## config.mk

```make
export PLATFORM = sky130hd
export DESIGN_NAME = vend_ctrl
export DESIGN_NICKNAME = d
export VERILOG_FILES = /design/src/rtl/vend_pkg.sv /design/src/rtl/vend_ctrl.sv
export SDC_FILE = /design/constraint.sdc
export NUM_CORES = 1
export LEC_CHECK = 0
export ABC_AREA = 1
export CAP_MARGIN = 20
export CORE_MARGIN = 2
export CORE_UTILIZATION = 30
export DETAILED_ROUTE_END_ITERATION = 12
export PLACE_DENSITY = 0.53
export SYNTH_ARGS = -nofsm -noshare
export SYNTH_HDL_FRONTEND = slang
export SYNTH_SLANG_ARGS = --single-unit
```

## constraint.sdc

```tcl
create_clock -name clk -period 2.4 [get_ports clk]
set_clock_uncertainty 0.1 [all_clocks]
set_input_delay 0.48 -clock clk [delete_from_list [all_inputs] [get_ports clk]]
set_output_delay 0.48 -clock clk [all_outputs]
set_load 0.01 [all_outputs]
```

## src/rtl/vend_pkg.sv

```systemverilog
// vend_pkg: FSM state encoding and coin codes shared by the vending controller
package vend_pkg;
  typedef enum logic [1:0] {COLLECT = 2'd0, VEND = 2'd1, RETURN = 2'd2} vend_state_e;
  localparam logic [1:0] COIN_NONE = 2'b00;
  localparam logic [1:0] COIN_A    = 2'b01;
  localparam logic [1:0] COIN_B    = 2'b10;
  localparam logic [1:0] COIN_BAD  = 2'b11;
endpackage

```

## src/rtl/vend_ctrl.sv

```systemverilog
// vend_ctrl: coin vending FSM; in clk/rst_n/coin/cancel/dispense_ack, out vend/change_out/coin_reject/credit
module vend_ctrl
  import vend_pkg::*;
#(
  parameter int PRICE_UNITS      = 3,
  parameter int MAX_CREDIT_UNITS = 6,
  parameter int COIN_A_UNITS     = 1,
  parameter int COIN_B_UNITS     = 2,
  parameter int CREDIT_W         = $clog2(MAX_CREDIT_UNITS + 1)
) (
  input  logic                clk,
  input  logic                rst_n,
  input  logic [1:0]          coin,
  input  logic                cancel,
  input  logic                dispense_ack,
  output logic                vend,
  output logic                change_out,
  output logic                coin_reject,
  output logic [CREDIT_W-1:0] credit
);
  localparam logic [CREDIT_W:0]   A_U   = (CREDIT_W + 1)'(COIN_A_UNITS);
  localparam logic [CREDIT_W:0]   B_U   = (CREDIT_W + 1)'(COIN_B_UNITS);
  localparam logic [CREDIT_W:0]   MAX_U = (CREDIT_W + 1)'(MAX_CREDIT_UNITS);
  localparam logic [CREDIT_W:0]   PRC_W = (CREDIT_W + 1)'(PRICE_UNITS);
  localparam logic [CREDIT_W-1:0] PRC   = CREDIT_W'(PRICE_UNITS);
  if (PRICE_UNITS < 1 || PRICE_UNITS > MAX_CREDIT_UNITS || MAX_CREDIT_UNITS < 2) begin : g_bad_price
    $error("vend_ctrl: illegal PRICE_UNITS/MAX_CREDIT_UNITS");
  end
  if (COIN_A_UNITS < 1 || COIN_A_UNITS > MAX_CREDIT_UNITS ||
      COIN_B_UNITS < 1 || COIN_B_UNITS > MAX_CREDIT_UNITS) begin : g_bad_coin
    $error("vend_ctrl: illegal coin values");
  end
  vend_state_e         state_q, state_d;
  logic [CREDIT_W-1:0] credit_q, credit_d;
  logic                coin_reject_q, coin_reject_d;
  logic [CREDIT_W:0]   sum;
  always_comb begin
    state_d       = state_q;
    credit_d      = credit_q;
    coin_reject_d = coin != COIN_NONE;
    sum           = {1'b0, credit_q} + (coin == COIN_A ? A_U : coin == COIN_B ? B_U : '0);
    case (state_q)
      COLLECT: begin
        if (cancel) begin
          state_d = credit_q != '0 ? RETURN : COLLECT;
        end else if (coin != COIN_NONE && coin != COIN_BAD && sum <= MAX_U) begin
          coin_reject_d = 1'b0;
          credit_d      = sum[CREDIT_W-1:0];
          state_d       = sum >= PRC_W ? VEND : COLLECT;
        end
      end
      VEND: begin
        if (dispense_ack) begin
          credit_d = credit_q - PRC;
          state_d  = credit_q != PRC ? RETURN : COLLECT;
        end
      end
      RETURN: begin
        credit_d = credit_q - CREDIT_W'(1);
        state_d  = credit_q <= CREDIT_W'(1) ? COLLECT : RETURN;
      end
      default: state_d = COLLECT;
    endcase
  end
  always_ff @(posedge clk or negedge rst_n) begin
    if (!rst_n) begin
      state_q       <= COLLECT;
      credit_q      <= '0;
      coin_reject_q <= 1'b0;
    end else begin
      state_q       <= state_d;
      credit_q      <= credit_d;
      coin_reject_q <= coin_reject_d;
    end
  end
  assign vend        = state_q == VEND;
  assign change_out  = state_q == RETURN;
  assign coin_reject = coin_reject_q;
  assign credit      = credit_q;
endmodule

```

# Word-level counts from Yosys, hierarchy flattened
# Index checks and enable logic that the tools add are counted.
# Widths: inputs -> output; s select.
[word_totals]
word_cells = 44
register_bits = 6
output_inout_bits = 6
input_bits = 6
[classes]
magnitude_cmp = 3
n_reduce_logical = 8
n_eq_ne = 10
n_addsub = 3
n_mux = 17
[op_table]
columns = ["operator", "n"]
rows = [
  ["$mux 2", 8],
  ["$mux 3", 3],
  ["$pmux 3 s3", 1],
  ["$ne 2x2->1 const B", 4],
  ["$pmux 2 s3", 1],
  ["$reduce_bool 3->1", 2],
  ["$add 3x2->4", 1],
  ["$eq 2x1->1 const B", 2],
  ["$eq 2x2->1 const B", 2],
  ["$ge 4x2->1 const B", 1],
  ["$le 4x3->1 const B", 1],
  ["$mux 1", 4],
  ["$reduce_and 4->1", 1],
  ["$le 3x1->1 const B", 1],
  ["$ne 3x2->1 const B", 1],
  ["$ne 3x3->1 const B", 1],
  ["$sub 3x1->3 const B", 1],
  ["$sub 3x2->3 const B", 1],
  ["$logic_and 1x1->1", 2],
  ["$logic_not 2->1", 1],
  ["$reduce_and 2->1", 1],
  ["$reduce_bool 2->1", 1],
]

# Longest topological paths before layout
# Gate-level depths: netlist of run 1.
[depth]
ltp_word = 9
mapped_depth = 13

# Least setup slack after synthesis of run 1
# Ideal clock, no wire load.
[synth_timing]
path_kind = "in2reg"
start = "in coin[1]"
end = "reg credit_q[2], in the netlist credit[2]"
t_arrival_ns = 1.843
setup_time_ns = 0.117
slack_ns = 0.340
path_stages = 12
required_ns = 2.183
path_cell_list = "inv_1 ha_1 ha_1 fa_1 nand2_1 inv_1 nand2_2 nand3_2 nand2_4 nand2_4 nand2_1 nand2_1"
[synth_between]
elab_chain_cells = 8
elab_cells_between_ends = 15
cone_classes = "1 x add/sub; 1 x order compare; 4 x eq/ne; 5 x mux; 4 x reduce/logical"
[synth_lines]
columns = ["element", "line", "rtl"]
rows = [
  ["start, declared", "vend_ctrl.sv:13", "input logic [1:0] coin,"],
  ["$eq 2x2->1", "vend_ctrl.sv:41", "sum = {1'b0, credit_q} + (coin == COIN_A ? A_U : coin == COIN_B ? B_U : '0);"],
  ["$mux 2 (2 in series)", "vend_ctrl.sv:41", ""],
  ["$add 3x2->4", "vend_ctrl.sv:41", ""],
  ["$le 4x3->1", "vend_ctrl.sv:46", "end else if (coin != COIN_NONE && coin != COIN_BAD && sum <= MAX_U) begin"],
  ["$logic_and 1x1->1", "vend_ctrl.sv:46", ""],
  ["$ne 2x2->1 (no line)", "-", ""],
  ["$reduce_and 4->1 (no line)", "-", ""],
  ["end signal, assigned", "vend_ctrl.sv:72", "credit_q <= credit_d;"],
  ["end, declared", "vend_ctrl.sv:34", "logic [CREDIT_W-1:0] credit_q, credit_d;"],
]
# Several ways; a longest one is shown, not always the timed one. The select of a mux whose other input is x is not followed.
# A chain may end at the register's enable or synchronous reset.

# Final worst setup path of run 1
[layout_timing]
start = "in coin[0]"
end = "reg credit_q[1], in the netlist credit[1]"
# The elaborated chain is that of the path after synthesis.

==> results of run 1 <==
[what timing repair did]
action | 4_1_cts | 5_1_grt
pin swaps | 3 | 3
endpoints found under the setup margin | 3 | 6
setup buffers | 1 | 1
endpoints found under the hold margin | 0 | 0
gates resized for setup | 2 | 1
[routing by layer]
| layer | GRT usage, % | wire length, um | vias up |
|---|---|---|---|
| met3 | 1.724 | 30 | 2 |
| met1 | 17.08 | 693 | 288 |
| li1 | - | - | 331 |
| met2 | 23.21 | 717 | 6 |
| met4 | 7.895 | 13 | 0 |
| met5 | 0 | 0 | - |
[layout make-up]
type	instances	area, sq um	area share, %
inverters	16	60.06	6.751
flip-flops and latches	6	150.1	16.88
well taps	28	35.03	3.938
repair buffers	15	138.9	15.61
multi-input cells	71	483.0	54.29
clock buffers	3	22.52	2.532
[cells in the final DEF (no fill, tap or decap), drive strengths merged]
| master | Yosys | layout |
|---|---|---|
| nand2 | 29 | 29 |
| inv | 16 | 16 |
| ha | 14 | 14 |
| clkdlybuf4s50 | 0 | 10 |
| nand3 | 7 | 7 |
| dfrtp | 6 | 6 |
| nor2 | 6 | 6 |
| a21oi | 4 | 4 |
| buf | 0 | 4 |
| clkbuf | 0 | 3 |
| o211ai | 2 | 2 |
| o21ai | 2 | 2 |
| o21bai | 1 | 1 |
| xor2 | 1 | 1 |
| a21boi | 1 | 1 |
| nor3 | 1 | 1 |
| nand4 | 1 | 1 |
| a31oi | 1 | 1 |
| fa | 1 | 1 |
| dlygate4sd2 | 0 | 1 |
[power groups by stage]
stage	logic, W	registers [W]	clock network [W]
finish	0.000758	0.000214	0.0000871
global route	0.000877	0.000226	0.000105
CTS	0.000754	0.000215	0.0000946
detailed placement	0.000746	0.000217	0
global placement	0.000737	0.000217	0
floorplan	0.000520	0.000210	0
[worst paths after layout]
kind / from / to / cells after the start
max: coin[0] / credit[1]$_DFFE_PN0P_ / 12
min reg2reg: state_q[0]$_DFFE_PN0P_ / state_q[0]$_DFFE_PN0P_ / 2
min in group clk: state_q[0]$_DFFE_PN0P_ / state_q[0]$_DFFE_PN0P_ / 2
max in group asynchronous: rst_n / state_q[1]$_DFFE_PN0P_ / 1
min: rst_n / credit[0]$_DFFE_PN0P_ / 1
max reg2reg: credit[0]$_DFFE_PN0P_ / credit[1]$_DFFE_PN0P_ / 10
[per-stage QoR]
step | cells | hold slack, ps | cell area (sq um) | power [W] | worst slack [ps]
after floorplan | 93 | 84.41 | 688.2 | 0.0007306 | 339.8
after global placement | 134 | 435.7 | 848.3 | 0.0009542 | -260.1
after detailed placement | 134 | 444.8 | 848.3 | 0.0009628 | -277.2
after CTS | 138 | 377.5 | 879.6 | 0.001064 | 31.27
after global routing | 139 | 370.3 | 889.6 | 0.001208 | 0.7312
final | 139 | 380.3 | 889.6 | 0.001059 | 82.59
[registers in the layout, summed over array words and instances (netlist names)]
name	flops
credit	3
state_q	2
coin_reject	1
[worst reg2reg max path: stages, from the launching register on]
cell	delay [ps]
dfrtp_1	460
ha_2	240
fa_1	470
nand2_1	90
inv_1	50
nand2_2	70
nand3_2	100
nand2_4	100
nand2_4	50
nand2_1	60
nand2_1	50
[kinds of logic (layout without fill, tap and decap cells)]
kind of cell    Yosys count  count (layout)  share of synthesized area (%)
compound gates           11              11                          9.637
xor+xnor                  1               1                          1.273
fa+ha+maj                15              15                          28.36
buf+inv                  16              34                          8.728
flops                     6               6                          21.82
simple gates             44              44                          30.18
[Yosys cell counts]
| master | count | share of area [%] |
|---|---|---|
| o211ai_1 | 2 | 2.2 |
| nor2_2 | 1 | 0.91 |
| o21bai_1 | 1 | 1.1 |
| dfrtp_1 | 6 | 22 |
| nand3_1 | 6 | 4.4 |
| nand2_2 | 3 | 2.7 |
| nand2_4 | 2 | 3.3 |
| nor3_1 | 1 | 0.73 |
| a21boi_0 | 1 | 1.1 |
| nor2_1 | 5 | 2.7 |
| inv_2 | 2 | 1.1 |
| ha_1 | 14 | 25 |
| a21oi_1 | 4 | 2.9 |
| fa_1 | 1 | 2.9 |
| nand4_1 | 1 | 0.91 |
| o21ai_0 | 2 | 1.5 |
| a31oi_1 | 1 | 0.91 |
| nand2_1 | 24 | 13 |
| xor2_1 | 1 | 1.3 |
| inv_1 | 14 | 7.6 |
| nand3_2 | 1 | 1.5 |
==> results.py, run 1 <==
metrics = {
    "hold_path": {
        "hold_path.class": "input pin to async pin",
    },
    "setup_path": {
        "path_buf_inv": 2,
        "cp_top_family": "adder cells",
        "path_class": "input pin to register",
        "critPathLaunchType": "input pin",
        "critPathArrivalTime_ps": 2340,
        "crit_top_cell": "nand2_1",
        "rrSetupSlack_ps": 440,
        "slowest_delay_ps": 470,
        "crit_chain": "clkdlybuf4s50_1, ha_1, ha_2, fa_1, nand2_1, inv_1, nand2_2, nand3_2, nand2_4, nand2_4, nand2_1, nand2_1",
        "worstPathRequired_ps": 2420,
        "cp_slowest_cell": "fa_1",
        "cp_max_fo": 4,
        "crit_path_end_kind": "register",
    },
    "placed_design": {
        "hpwlAfterDp_um": 1243,
        "routabilityCongestion": 0.7461,
        "portBuffers": 11,
    },
    "sta": {
        "drv_slew": 0,
        "slew_headroom_pct": 69.42,
        "min_period_ps": 2317,
        "fin_crit_sh_pct": 96.56,
        "clock.fmax_mhz": 431.5,
        "rsz0062_at_grt": "false",
        "setup_viol": 0,
        "hold_viol": 0,
        "finalSetupTns_ps": 0,
        "tightest_slew_ps": 458.7,
    },
    "routing": {
        "vias": 627,
        "viasPerCell": 4.511,
        "firstDrtPassIters": 4,
        "wl_per_cell_um": 10.46,
        "drtIter0Drc": 3,
        "drc_errors": 0,
        "totalWireLength_um": 1454,
        "drtAntennaViolNets": 0,
    },
    "job": {
        "drv_cap": 0,
    },
    "floorplanning": {
        "rows": 17,
        "initial_utilization_pct": 31.41,
        "pin_count": 12,
        "die_w_um": 51.90,
        "die_h_um": 51.90,
        "die_area_sq_um": 2693,
        "core-area_sq_um": 2191,
    },
    "grt": {
        "grt_pass1_wl_um": 2732,
        "grt_util_all_layers_pct": 13.91,
        "antenna_found_initial": 0,
        "first_global_vias": 649,
        "grt-ovfl-total": 0,
        "grt_max_degree": 8,
    },
    "pwr": {
        "p_clk_share_pct": 8.2,
        "p_leak_nw": 0.4740,
        "combPwrFrac_pct": 71.6,
        "ir_drop_v": 0.0005923,
        "p_per_area_nw_per_um2": 1190,
        "p_int_w": 0.0005310,
        "p_sw_w": 0.0005277,
        "swShare_pct": 49.84,
        "seq_power_share_pct": 20.2,
    },
    "synthesis": {
        "ys_warn_count": 0,
        "synth_area_sq_um": 688.2,
        "syn_nets": 114,
        "syn-mean-instance-area_sq_um": 7.400,
        "synth_cell_types": 21,
        "synth_seq_cells": 6,
        "synth_cells": 93,
        "yosysSeqAreaShare_pct": 21.82,
    },
    "run_status": {
        "status": "complete, no violations",
    },
    "clock_tree": {
        "clkSinkCount": 6,
        "clkSlewWorstSetupHoldPaths_ps": 40,
        "ctsHtreeMaxLevel": 1,
        "cts_tree": "done",
        "clock_path_buffers": 2,
        "hold_buffers": 0,
        "cts-root-buf": "clkbuf_4",
        "cts_made_buffers": 3,
        "clock_latency_ps": 230,
    },
    "cells_and_area": {
        "postLayoutCoreUtil_pct": 40.61,
        "drive_gt1_share_pct": 16.22,
        "fill_cells": 244,
        "n_antenna_cell": 0,
        "syn_to_final_growth_pct": 29.27,
        "fin_nets": 134,
    },
}
Power figures use the tool's default switching activity.
==> run 2, diff against run 1 <==
- PLACE_DENSITY: 0.53 -> 0.58
==> run 2 against run 1 <==
  * Cell count is the same
  * Critical path depth decreased by 9
  * Worst hold slack got worse by 1.1 ps
  * Critical path type is now register to primary output
  * Critical endpoint is now vend
  * Highest routed layer unchanged
==> results.py, run 2 (synthesis gave the netlist of run 1 again) <==
metrics = {
    "run_status": {
        "status": "complete, no violations",
    },
    "pwr": {
        "p_leak_nw": 0.4800,
        "ir_drop_v": 0.0005877,
        "p_per_area_nw_per_um2": 1183,
        "power_w": 0.001059,
    },
    "grt": {
        "grt_util_all_layers_pct": 12.86,
        "grt-ovfl-total": 0,
        "grt_max_degree": 8,
        "antenna_found_initial": 0,
        "first_global_vias": 609,
        "grt_pass1_wl_um": 2553,
    },
    "sta": {
        "slew_headroom_pct": 71.35,
        "setup_viol": 0,
        "hold_viol": 0,
        "holdWs_ps": 379.3,
        "min_period_ps": 2145,
        "drv_slew": 0,
        "clock.fmax_mhz": 466.3,
        "tightest_slew_ps": 429.7,
        "rsz0062_at_grt": "false",
        "fin_crit_sh_pct": 89.36,
    },
    "job": {
        "drv_cap": 0,
    },
    "cells_and_area": {
        "fin_nets": 134,
        "drive_gt1_share_pct": 17.12,
        "final_common_cell": "nand2_1",
        "largest_reg_flops": 3,
        "n_antenna_cell": 0,
        "syn_to_final_growth_pct": 30.00,
        "seq_area_sq_um": 150.1,
        "layout_common_cells": "nand2_1 (24), inv_1 (14), ha_1 (11), clkdlybuf4s50_1 (9)",
        "multi_input_area_sq_um": 485.5,
        "fill_cells": 237,
    },
    "routing": {
        "wl_per_cell_um": 10.42,
        "drtAntennaViolNets": 0,
        "firstDrtPassIters": 4,
        "viasPerCell": 4.633,
        "drtIter0Drc": 4,
        "vias": 644,
        "drc_errors": 0,
        "totalWireLength_um": 1448,
    },
    "floorplanning": {
        "rows": 17,
        "pin_count": 12,
        "die_w_um": 51.90,
        "die_h_um": 51.90,
        "initial_utilization_pct": 31.41,
        "core-area_sq_um": 2191,
        "die_area_sq_um": 2693,
    },
    "clock_tree": {
        "hold_buffers": 0,
        "ctsHtreeMaxLevel": 1,
        "clock_latency_ps": 230,
        "cts_made_buffers": 3,
        "clkSlewWorstSetupHoldPaths_ps": 40,
        "cts-root-buf": "clkbuf_4",
        "clkSinkCount": 6,
        "clock_path_buffers": 2,
        "cts_tree": "done",
    },
    "setup_path": {
        "cp.depth": 3,
        "crit_chain": "inv_1, ha_1, clkdlybuf4s50_1",
        "rr_worst_depth": 10,
        "rrSetupSlack_ps": 460,
        "cp_top_family": "buffers and inverters",
        "worstPathRequired_ps": 1820,
        "path_class": "register to primary output",
        "critPathLaunchType": "register",
        "crit_path_end_kind": "primary output",
        "cp_max_fo": 4,
        "cp_slowest_cell": "clkdlybuf4s50_1",
        "critPathArrivalTime_ps": 1560,
        "slowest_delay_ps": 570,
        "path_buf_inv": 2,
    },
    "placed_design": {
        "routabilityCongestion": 0.7870,
        "portBuffers": 11,
        "hpwlAfterDp_um": 1203,
    },
    "hold_path": {
        "hold_path.class": "input pin to async pin",
    },
}
run 2: timing repair:
action,4_1_cts,5_1_grt
buffers inserted,1,0
pin swaps,3,3
resized for setup,2,3
setup endpoints to repair,5,6
endpoints found under the hold margin,0,0
run 2: worst paths after layout:
kind | to | startpoint
min in group clk | state_q[1]$_DFFE_PN0P_ | state_q[1]$_DFFE_PN0P_
hold / removal | state_q[1]$_DFFE_PN0P_ | rst_n
hold reg to reg | state_q[1]$_DFFE_PN0P_ | state_q[1]$_DFFE_PN0P_
setup / recovery | vend | state_q[1]$_DFFE_PN0P_
setup reg to reg | credit[0]$_DFFE_PN0P_ | credit[0]$_DFFE_PN0P_
max in group asynchronous | credit[1]$_DFFE_PN0P_ | rst_n
run 2: layout make-up:
class                   instances  share of cell area (%)
clock buffers                   3                   2.517
well taps                      28                   3.916
inverters                      16                   6.713
flip-flops and latches          6                   16.78
repair buffers                 15                   15.80
multi-input cells              71                   54.27
run 2: power by group:
part           total (W)  internal [W]  switching, W
Combinational   0.000758      0.000329      0.000430
Sequential      0.000215      0.000147     0.0000673
Clock          0.0000856     0.0000561     0.0000295
Total            0.00106      0.000532      0.000526
run 2: metrics by stage:
stage               TNS, ps  setup WS (ps)  instances  instance area [sq um]  util [%]
global route              0          117.7        139                  894.6     40.83
global placement      -1324         -241.6        135                  855.8     39.06
finish                    0          255.5        139                  894.6     40.83
CTS                       0          31.91        139                  887.1     40.49
detailed placement    -1527         -275.4        135                  855.8     39.06
floorplan                 0          339.8         93                  688.2         -
run 2: layer usage:
layer | wire, um | global-route usage, %
met4 | 15 | 7.895
met5 | 0 | 0
met3 | 44 | 1.724
met2 | 653 | 19.41
met1 | 735 | 17.20
